## src/rtl/k16_io_panel.sv

```systemverilog
// k16_io_panel: front-panel scanner (LED/switch lanes), debounced switches,
// host register file, free-running timer and a simple tone generator.
module k16_io_panel #(
    parameter int unsigned CLK_HZ   = 25000000,
    parameter int unsigned SCAN_HZ  = 50,
    parameter int unsigned NIB      = 4,
    parameter int unsigned WORDS    = 2,
    parameter int unsigned DEBOUNCE = 3,
    localparam int unsigned STEPS   = WORDS * 16 / NIB,
    localparam int unsigned SW      = (STEPS > 1) ? $clog2(STEPS) : 1
) (
    input  logic            clk,
    input  logic            reset,
    input  logic [3:0]      addr,
    input  logic [15:0]     din,
    input  logic            write_en,
    output logic [15:0]     dout,
    output logic            stop,
    output logic            cpu_reset,
    output logic [NIB-1:0]  io_leds,
    output logic            io_clk,
    output logic [SW-1:0]   io_addr,
    input  logic [NIB-1:0]  io_switches,
    input  logic [2:0]      io_reg_switches,
    output logic            sound
);

    localparam int unsigned DIV  = CLK_HZ / SCAN_HZ;
    localparam int unsigned HALF = DIV / 2;
    localparam int unsigned PW   = $clog2(DIV);
    localparam int unsigned FW   = WORDS * 16;
    localparam int unsigned SELW = (WORDS > 1) ? $clog2(WORDS) : 1;
    localparam int unsigned CW   = (DEBOUNCE > 0) ? $clog2(DEBOUNCE + 1) : 1;

    localparam logic [3:0] A_STATUS   = 4'h0;
    localparam logic [3:0] A_CTRL     = 4'h1;
    localparam logic [3:0] A_SEL      = 4'h2;
    localparam logic [3:0] A_SW_DATA  = 4'h3;
    localparam logic [3:0] A_LED_DATA = 4'h4;
    localparam logic [3:0] A_REG_SW   = 4'h5;
    localparam logic [3:0] A_TIMER_HI = 4'h6;
    localparam logic [3:0] A_TIMER_LO = 4'h7;
    localparam logic [3:0] A_TONE_DIV = 4'h8;
    localparam logic [3:0] A_TONE_LEN = 4'h9;
    localparam logic [3:0] A_ID       = 4'hA;

    logic [PW-1:0]   presc;
    logic [PW-1:0]   presc_nxt_c;
    logic            tick_c;
    logic [SW-1:0]   addr_nxt_c;
    logic            frame_end_c;
    logic [FW-1:0]   raw, prev, deb, led;
    logic [FW-1:0]   raw_new_c, deb_nxt_c;
    logic [CW-1:0]   cnt, cnt_nxt_c;
    logic [2:0]      reg_sw;
    logic [SELW-1:0] sel;
    logic [31:0]     timer;
    logic [15:0]     snapshot;
    logic            frame_done, sw_changed;
    logic [15:0]     tone_div, tone_cnt, tone_phase;
    logic [15:0]     rdata_c;
    logic            rd_status_c, timer_clr_c, wr_len_c;

    assign tick_c      = (presc == PW'(DIV - 1));
    assign presc_nxt_c = tick_c ? '0 : presc + PW'(1);
    assign addr_nxt_c  = (io_addr == SW'(STEPS - 1)) ? '0 : io_addr + SW'(1);
    assign frame_end_c = tick_c && (io_addr == SW'(STEPS - 1));
    assign rd_status_c = (addr == A_STATUS);
    assign timer_clr_c = write_en && (addr == A_CTRL) && din[0];
    assign wr_len_c    = write_en && (addr == A_TONE_LEN);

    assign stop      = deb[(WORDS - 1) * 16];
    assign cpu_reset = deb[(WORDS - 1) * 16 + 1];

    // Prescaler: scan tick at the last count, panel strobe high for the first half
    always_ff @(posedge clk) begin
        if (reset) begin
            presc  <= '0;
            io_clk <= 1'b0;
        end else begin
            presc  <= presc_nxt_c;
            io_clk <= (presc_nxt_c < PW'(HALF));
        end
    end

    // Raw frame with the current lane replaced by the live switch value
    always_comb begin
        raw_new_c = raw;
        raw_new_c[int'(io_addr) * NIB +: NIB] = io_switches;
    end

    // Frame-to-frame match counter and debounced frame candidate
    always_comb begin
        cnt_nxt_c = '0;
        if (raw_new_c == prev) begin
            cnt_nxt_c = (cnt == CW'(DEBOUNCE)) ? cnt : cnt + CW'(1);
        end
        deb_nxt_c = (cnt_nxt_c == CW'(DEBOUNCE)) ? raw_new_c : deb;
    end

    // Lane scan, switch capture and frame-end debounce
    always_ff @(posedge clk) begin
        if (reset) begin
            io_addr <= '0;
            io_leds <= '0;
            raw     <= '0;
            prev    <= '0;
            deb     <= '0;
            cnt     <= '0;
            reg_sw  <= '0;
        end else if (tick_c) begin
            raw     <= raw_new_c;
            io_addr <= addr_nxt_c;
            io_leds <= led[int'(addr_nxt_c) * NIB +: NIB];
            reg_sw  <= io_reg_switches;
            if (frame_end_c) begin
                prev <= raw_new_c;
                cnt  <= cnt_nxt_c;
                deb  <= deb_nxt_c;
            end
        end
    end

    // Host-writable word select and LED words
    always_ff @(posedge clk) begin
        if (reset) begin
            sel      <= '0;
            led      <= '0;
            tone_div <= '0;
        end else if (write_en) begin
            case (addr)
                A_SEL:      sel <= SELW'(din % 16'(WORDS));
                A_LED_DATA: led[int'(sel) * 16 +: 16] <= din;
                A_TONE_DIV: tone_div <= din;
                default:    ;
            endcase
        end
    end

    // Free-running timer; the low half is snapshotted whenever the high half is read
    always_ff @(posedge clk) begin
        if (reset) begin
            timer    <= '0;
            snapshot <= '0;
        end else begin
            timer <= timer_clr_c ? 32'd0 : timer + 32'd1;
            if (addr == A_TIMER_HI) begin
                snapshot <= timer[15:0];
            end
        end
    end

    // Sticky status flags, cleared by a STATUS read; a new event wins over the clear
    always_ff @(posedge clk) begin
        if (reset) begin
            frame_done <= 1'b0;
            sw_changed <= 1'b0;
        end else begin
            frame_done <= frame_end_c || (frame_done && !rd_status_c);
            sw_changed <= (frame_end_c && (deb_nxt_c != deb)) || (sw_changed && !rd_status_c);
        end
    end

    // Tone: toggle every tone_div+1 clocks while the remaining count is nonzero
    always_ff @(posedge clk) begin
        if (reset) begin
            tone_cnt   <= '0;
            tone_phase <= '0;
            sound      <= 1'b0;
        end else if (wr_len_c) begin
            tone_cnt   <= din;
            tone_phase <= '0;
            if (din == 16'd0) begin
                sound <= 1'b0;
            end
        end else if (tone_cnt == 16'd0) begin
            tone_phase <= '0;
            sound      <= 1'b0;
        end else if (tone_phase >= tone_div) begin
            tone_phase <= '0;
            tone_cnt   <= tone_cnt - 16'd1;
            sound      <= (tone_cnt == 16'd1) ? 1'b0 : !sound;
        end else begin
            tone_phase <= tone_phase + 16'd1;
        end
    end

    // Read mux
    always_comb begin
        rdata_c = '0;
        case (addr)
            A_STATUS:   rdata_c = {13'd0, sw_changed, (tone_cnt != 16'd0), frame_done};
            A_SEL:      rdata_c = 16'(sel);
            A_SW_DATA:  rdata_c = deb[int'(sel) * 16 +: 16];
            A_LED_DATA: rdata_c = led[int'(sel) * 16 +: 16];
            A_REG_SW:   rdata_c = {13'd0, reg_sw};
            A_TIMER_HI: rdata_c = timer[31:16];
            A_TIMER_LO: rdata_c = snapshot;
            A_TONE_DIV: rdata_c = tone_div;
            A_TONE_LEN: rdata_c = tone_cnt;
            A_ID:       rdata_c = 16'hEAEA;
            default:    rdata_c = '0;
        endcase
    end

    // Registered read data
    always_ff @(posedge clk) begin
        if (reset) begin
            dout <= '0;
        end else begin
            dout <= rdata_c;
        end
    end

endmodule

```

## config.mk

```make
export PLATFORM = sky130hd
export DESIGN_NAME = k16_io_panel
export DESIGN_NICKNAME = d
export VERILOG_FILES = /design/src/rtl/k16_io_panel.sv
export SDC_FILE = /design/constraint.sdc
export NUM_CORES = 1
export LEC_CHECK = 0
export CAP_MARGIN = 10
export CORE_MARGIN = 4
export CORE_UTILIZATION = 35
export CTS_CLUSTER_SIZE = 25
export DETAILED_ROUTE_END_ITERATION = 8
export GPL_TIMING_DRIVEN = 0
export PLACE_DENSITY = 0.65
export SETUP_SLACK_MARGIN = 0.1
export SLEW_MARGIN = 25
export SYNTH_ARGS = -nofsm -noshare
export SYNTH_HDL_FRONTEND = slang
export SYNTH_SLANG_ARGS = --single-unit
export TNS_END_PERCENT = 30
```

## constraint.sdc

```tcl
create_clock -name clk -period 4.25 [get_ports clk]
set_clock_uncertainty 0.15 [all_clocks]
set_input_delay 1.275 -clock clk [delete_from_list [all_inputs] [get_ports clk]]
set_output_delay 1.275 -clock clk [all_outputs]
set_load 0.05 [all_outputs]
```

==> run summary, run 1 <==
initial antenna violation count -> 0
Final setup viols -> 0
yosys synthesis warning count -> 0
DRC viols -> 0
Syn Area/Cell -> 8.31 um^2
hold slack -> 0.296 ns
Max VDD drop -> 0.338 mV
dpl hpwl -> 34,000 um
wire per inst -> 19.8 um
Hold Fails Final Rpt -> 0
Sink Count -> 276
grt total ovfl -> 0
Die Height -> 206 um
detailed-route via count -> 12.6k
FF+latch area -> 5530 um^2
Clk pin slew, worst setup/hold paths -> 0.06 ns
final setup margin -> 0.199 ns
clock root buffer -> clkbuf_16
layout cells sized above 1 -> 0.0839
Most used DFF post-synth -> dfxtp_1
Antenna Violating Nets Remaining -> 0
Slowest-stage cell, CP -> clkdlybuf4s50_1
Detailed Route Iter0 Violations -> 1,009
antenna cells -> 0
period utilization -> 0.953
Worst Setup Start Kind -> input pin
Horiz. Die Dim -> 206 um
Rows -> 72
Syn Std Cell Area -> 13,700 um^2
crit path cell chain -> clkdlybuf4s50_1, nor2b_4, a22oi_2, xnor2_1, a2111oi_4, nand4_1, buf_4, nor4_4, buf_6, buf_6, mux2i_1, nor2_1
Cell Pwr Density -> 383 nW/um^2
Leakage Power -> 5.54 nW
CORE AREA -> 38,700 um^2
CTS tree -> done
IO buf count -> 53
Fill cells -> 3,913
area of the die -> 42,500 um^2
hold crit path type -> reg -> reg
Total Routed Length -> 45,300 um
post-synth cell types -> 67
outcome -> finished, final reports clean
Synthesized Nets -> 1,712
vias in the first global route -> 12.1k
Worst EP required -> 4.54 ns
Final Critical Period -> 4.05 ns
post-synthesis sequential area ratio -> 0.402
RSZ-0062 raised after global routing -> false
fmax -> 247 MHz
Placed Instance Area -> 14,900 um^2
Multi-input gate area -> 7840 um^2
Clock Latency Late Sink -> 0.57 ns
Initial Utilization -> 0.355
flops & latches, synth -> 276
Mapped Cells -> 1,653
Pins Over Slew Limit -> 0
Area Growth Syn to Fin -> 18.8%
critical path's most frequent cell -> buf_6
Final Non-Filler Cells -> 2,294
kind of end point of the critical path -> flip-flop
largest net degree at the start of global routing -> 15
Worst Path Arrival -> 4.34 ns
Ports -> 57
Post-synth EDFFs -> 0
Rel. slew slack -> 0.419
commonest cells after routing, fill and taps aside -> dfxtp_1 (274), nor2_1 (232), nand2_1 (211)
Inst Count DP -> 2,224
Finished Cell Area -> 16,300 um^2
H-tree depth -> 1
DR vias/cell -> 5.47
CP max stage delay -> 0.72 ns
Final nets -> 1,811
async set-reset flop share out of synthesis -> 0
commonest non-fill, non-tap cell in the layout -> dfxtp_1
Pre-Repair DR Iteration Count -> 8
GP Congestion -> 0.950
pre-CTS setup slack -> -1.37 ns
Tot GR Track Use -> 0.209
CP Max Fanout -> 10
Max-cap violations -> 0
Worst Tran Pin Value -> 0.871 ns
global-route wire length before repair -> 69,800 um
clock buffer count from CTS -> 31
WS Path Type -> in -> reg
clk buf depth -> 3
==> sequential cells by signal, summed over array words and instances, names as in the netlist <==
signal and count:
io_leds 4, reg_sw 3, tone_div 16, led 32, io_clk 1, dout 16, tone_cnt 16, cnt 2
deb 32, sw_changed 1, io_addr 3, timer 32, sound 1, sel 1, snapshot 16, tone_phase 16
raw 32, presc 19, prev 32, frame_done 1
==> logic make-up after synthesis <==
family | after synthesis | share of synthesized area
simple gates | 677 | 0.229
compound gates | 338 | 0.162
flops | 276 | 0.402
buf+inv | 153 | 0.0436
xor+xnor | 112 | 0.0714
mux | 68 | 0.0665
fa+ha+maj | 29 | 0.0264
==> per-layer routing <==
layer / global-route usage / vias up / part of all wire
met5: 0 / - / 0
met4: 0.0727 / 0 / 0.040
met3: 0.0331 / 105 / 0.075
met2: 0.341 / 474 / 0.46
met1: 0.283 / 5954 / 0.43
li1: - / 6025 / -
==> final timing paths <==
check / start / endpoint / slack [ns] / depth (start not counted)
max: io_switches[0] / deb[0] / 0.20 / 12
min: presc[0] / presc[0] / 0.30 / 1
max reg2reg: io_addr[0] / deb[0] / 0.25 / 17
min reg2reg: presc[0] / presc[0] / 0.30 / 1
==> metrics by stage <==
stage / util / TNS [ns] / power, mW
after floorplan: - / 0 / 3.33
after global placement: 0.385 / -43.19 / 3.58
after detailed placement: 0.385 / -46.53 / 3.58
after CTS: 0.419 / 0 / 6.29
after global routing: 0.421 / 0 / 6.51
final: 0.421 / 0 / 6.26
==> where the power goes <==
| part | switching (mW) | total (mW) | internal (mW) |
|---|---|---|---|
| combinational | 0.458 | 0.749 | 0.290 |
| clock | 1.12 | 2.72 | 1.60 |
| sequential | 0.118 | 2.79 | 2.68 |
| total | 1.70 | 6.26 | 4.56 |
==> area by class of cell <==
| class | count | area share |
|---|---|---|
| buffer | 91 | 0.0245 |
| clock buffer | 44 | 0.0554 |
| clock inverter | 13 | 0.00797 |
| inverter | 61 | 0.0142 |
| multi-input combinational | 1224 | 0.480 |
| sequential | 276 | 0.339 |
| tap | 518 | 0.0397 |
| timing repair buffer | 67 | 0.0392 |
==> critical path, delay by kind of cell <==
| kind | cells | cell delay [ns] |
|---|---|---|
| buffers and inverters | 4 | 1.26 |
| AND/OR/NAND/NOR | 4 | 0.83 |
| AO/OA/AOI/OAI | 2 | 0.54 |
| multiplexers | 1 | 0.22 |
| XOR/XNOR | 1 | 0.20 |
==> what timing repair did <==
action	in CTS	in global routing
buffers inserted	12	2
hold buffers	0	0
setup endpoints to repair	35	35
resized for setup	44	16
cloned	0	0
endpoints found under the hold margin	0	0
pin swaps	14	4
==> cell usage after synthesis (10+ instances only) <==
library cell  number  area share
or3_1             18      0.0082
mux4_2            18       0.029
a222oi_1          11      0.0080
a22oi_1           10      0.0055
nor4_1            13      0.0059
clkbuf_1          83       0.023
nor2b_1           13      0.0059
a31oi_1           15      0.0068
dfxtp_1          276        0.40
nand2b_1          11      0.0050
xor2_1            52       0.033
nor2_1           232       0.063
nand3_1           51       0.019
inv_1             61       0.017
and3_1            13      0.0059
a21oi_1          119       0.043
a221oi_1          11      0.0070
a211oi_1          77       0.042
nand4_1           30       0.014
and2_1            18      0.0082
xnor2_1           60       0.038
nor3_1            23      0.0084
o21ai_0           33       0.012
ha_1              29       0.026
mux2i_1           44       0.032
nand2_1          211       0.058
(Power assumes the default switching activity.)
==> run 2, diff against run 1 <==
Settings changed: CORE_MARGIN 4 to not set.
==> run summary, run 2 (synthesis gave the netlist of run 1 again) <==
Worst EP required -> 4.54 ns (about the same)
dpl hpwl -> 34,000 um (about the same)
Horiz. Die Dim -> 200 um (was 206 um)
H-tree depth -> 1 (unchanged)
detailed-route via count -> 12.9k (was 12.6k)
Pre-Repair DR Iteration Count -> 6 (was 8)
hold slack -> 0.308 ns (was 0.296 ns)
CP Max Fanout -> 10 (unchanged)
Leakage Power -> 5.55 nW (was 5.54 nW)
Max VDD drop -> 0.360 mV (was 0.338 mV)
DRC viols -> 0 (unchanged)
Detailed Route Iter0 Violations -> 1,336 (was 1,009)
wire per inst -> 19.7 um (was 19.8 um)
Cell Pwr Density -> 382 nW/um^2 (was 383 nW/um^2)
Comb pwr share -> 0.121 (was 0.120)
IO buf count -> 53 (unchanged)
Initial Utilization -> 0.356 (was 0.355)
Fin Setup TNS -> 0 ns (unchanged)
largest net degree at the start of global routing -> 16 (was 15)
Inst Count DP -> 2,224 (unchanged)
GP Congestion -> 0.970 (was 0.950)
Worst Tran Pin Value -> 0.955 ns (was 0.871 ns)
CORE AREA -> 38,600 um^2 (was 38,700 um^2)
antenna cells -> 0 (unchanged)
grt total ovfl -> 0 (unchanged)
NetSw -> 1.69 mW (was 1.70 mW)
CTS tree -> done (unchanged)
final setup margin -> 0.215 ns (was 0.199 ns)
Final nets -> 1,814 (was 1,811)
Worst Path Arrival -> 4.33 ns (was 4.34 ns)
Placed Instance Area -> 14,900 um^2 (unchanged)
Final Non-Filler Cells -> 2,297 (was 2,294)
Fill cells -> 3,821 (was 3,913)
layout cells sized above 1 -> 0.0877 (was 0.0839)
Hold Fails Final Rpt -> 0 (unchanged)
Antenna Violating Nets Remaining -> 0 (unchanged)
WS Path Type -> reg -> reg (was in -> reg)
hold path depth -> 1 (unchanged)
RSZ-0062 raised after global routing -> false (unchanged)
internal power -> 4.57 mW (was 4.56 mW)
Hold Path Sink -> presc[0] (unchanged)
FF+latch area -> 5530 um^2 (unchanged)
kind of end point of the critical path -> flip-flop (unchanged)
Max-cap violations -> 0 (unchanged)
Multi-input gate area -> 7880 um^2 (was 7840 um^2)
commonest cells after routing, fill and taps aside -> dfxtp_1 (274), nor2_1 (232), nand2_1 (211) (unchanged)
reg2reg path depth -> 17 (unchanged)
FF-to-FF setup slack -> 0.21 ns (was 0.25 ns)
Rel. slew slack -> 0.358 (was 0.419)
Rows -> 72 (unchanged)
global-route wire length before repair -> 70,200 um (was 69,800 um)
clock root buffer -> clkbuf_16 (unchanged)
fmax -> 248 MHz (was 247 MHz)
Sw Ratio -> 0.270 (was 0.271)
cts hold-fix bufs -> 0 (unchanged)
Tot GR Track Use -> 0.222 (was 0.209)
Clk pin slew, worst setup/hold paths -> 0.06 ns (about the same)
clock buffer count from CTS -> 31 (unchanged)
Total Routed Length -> 45,200 um (was 45,300 um)
outcome -> finished, final reports clean (unchanged)
Pins Over Slew Limit -> 0 (unchanged)
Worst Setup Start Kind -> flip-flop (was input pin)
Final Critical Period -> 4.04 ns (was 4.05 ns)
commonest non-fill, non-tap cell in the layout -> dfxtp_1 (unchanged)
initial antenna violation count -> 0 (unchanged)
period utilization -> 0.949 (was 0.953)
Sink Count -> 276 (unchanged)
hold crit path type -> reg -> reg (unchanged)
Clk pwr share -> 0.434 (about the same)
part of the power in registers -> 0.446 (about the same)
Area Growth Syn to Fin -> 19.2% (was 18.8%)
hold_sp -> presc[0] (unchanged)
clk buf depth -> 3 (unchanged)
Final setup viols -> 0 (unchanged)
DR vias/cell -> 5.62 (was 5.47)
area of the die -> 40,100 um^2 (was 42,500 um^2)
Clock Latency Late Sink -> 0.58 ns (was 0.57 ns)
Die Height -> 200 um (was 206 um)
Finished Cell Area -> 16,400 um^2 (was 16,300 um^2)
Design Power -> 6.25 mW (was 6.26 mW)
FF-to-FF End -> deb[1] (was deb[0])
fin util -> 0.424 (was 0.421)
vias in the first global route -> 12.1k (about the same)
RR Startpoint -> io_addr[0] (unchanged)
Ports -> 57 (unchanged)
pre-CTS setup slack -> -1.12 ns (was -1.37 ns)
run 2: cell types whose count changed in the layout (fill, tap and decap cells not counted), moves of 2 or more:
cell      change
mux2i_2       +3
clkinv_4      -2
clkbuf_8      +2
clkbuf_1      +3
mux2i_1       -3
buf_4         +3
clkbuf_4      -3
inv_6         +2
run 2: critical path: stages, from the launching register on:
cell and delay [ns]:
dfxtp_4 0.35, clkbuf_8 0.17, buf_6 0.16, clkinvlp_4 0.16, ha_2 0.26, ha_4 0.25, clkbuf_8 0.17, and4b_1 0.36
nand2_1 0.13, and3_1 0.21, nor4b_1 0.31, nand4_1 0.13, buf_4 0.18, nor4_4 0.27, buf_6 0.17, buf_6 0.18
mux2i_2 0.23, nor2_1 0.05
run 2: worst max path at each step:
| stage | start | endpoint | slack [ns] | cells after the start |
|---|---|---|---|---|
| finish | io_addr[0] | deb[1] | 0.21 | 17 |
| global route | io_addr[0] | deb[14] | 0.08 | 16 |
| CTS | io_addr[0] | deb[1] | 0.11 | 16 |
| detailed placement | io_addr[0] | deb[21] | -1.12 | 15 |
| global placement | io_addr[0] | deb[15] | -1.12 | 15 |
| floorplan | io_addr[0] | cnt[0] | 0.10 | 14 |
run 2: power groups by stage:
stage          registers, mW  logic [mW]  clock network, mW
2_1_floorplan           2.83       0.495                  0
5_1_grt                 2.80       0.809               2.88
3_3_place_gp            2.84       0.721                  0
4_1_cts                 2.78       0.737               2.75
3_5_place_dp            2.84       0.726                  0
6_report                2.79       0.754               2.71
run 2: repair_timing:
action,CTS,global route
pin swaps,13,4
gates resized for setup,44,24
endpoints found under the hold margin,0,0
setup buffers,14,3
setup endpoints to repair,35,34
run 2: layout make-up:
class	instances	share of cell area
multi-input cells	1224	0.481
flip-flops and latches	276	0.338
clock buffers	47	0.0559
repair buffers	70	0.0404
well taps	518	0.0396
plain buffers	91	0.0248
inverters	61	0.0142
clock inverters	10	0.00672
run 2: per-layer routing:
layer | vias up | global-route usage | part of all wire
li1 | 6029 | - | -
met1 | 6255 | 0.300 | 0.43
met2 | 520 | 0.359 | 0.46
met3 | 102 | 0.0296 | 0.071
met4 | 0 | 0.0824 | 0.035
met5 | - | 0 | 0
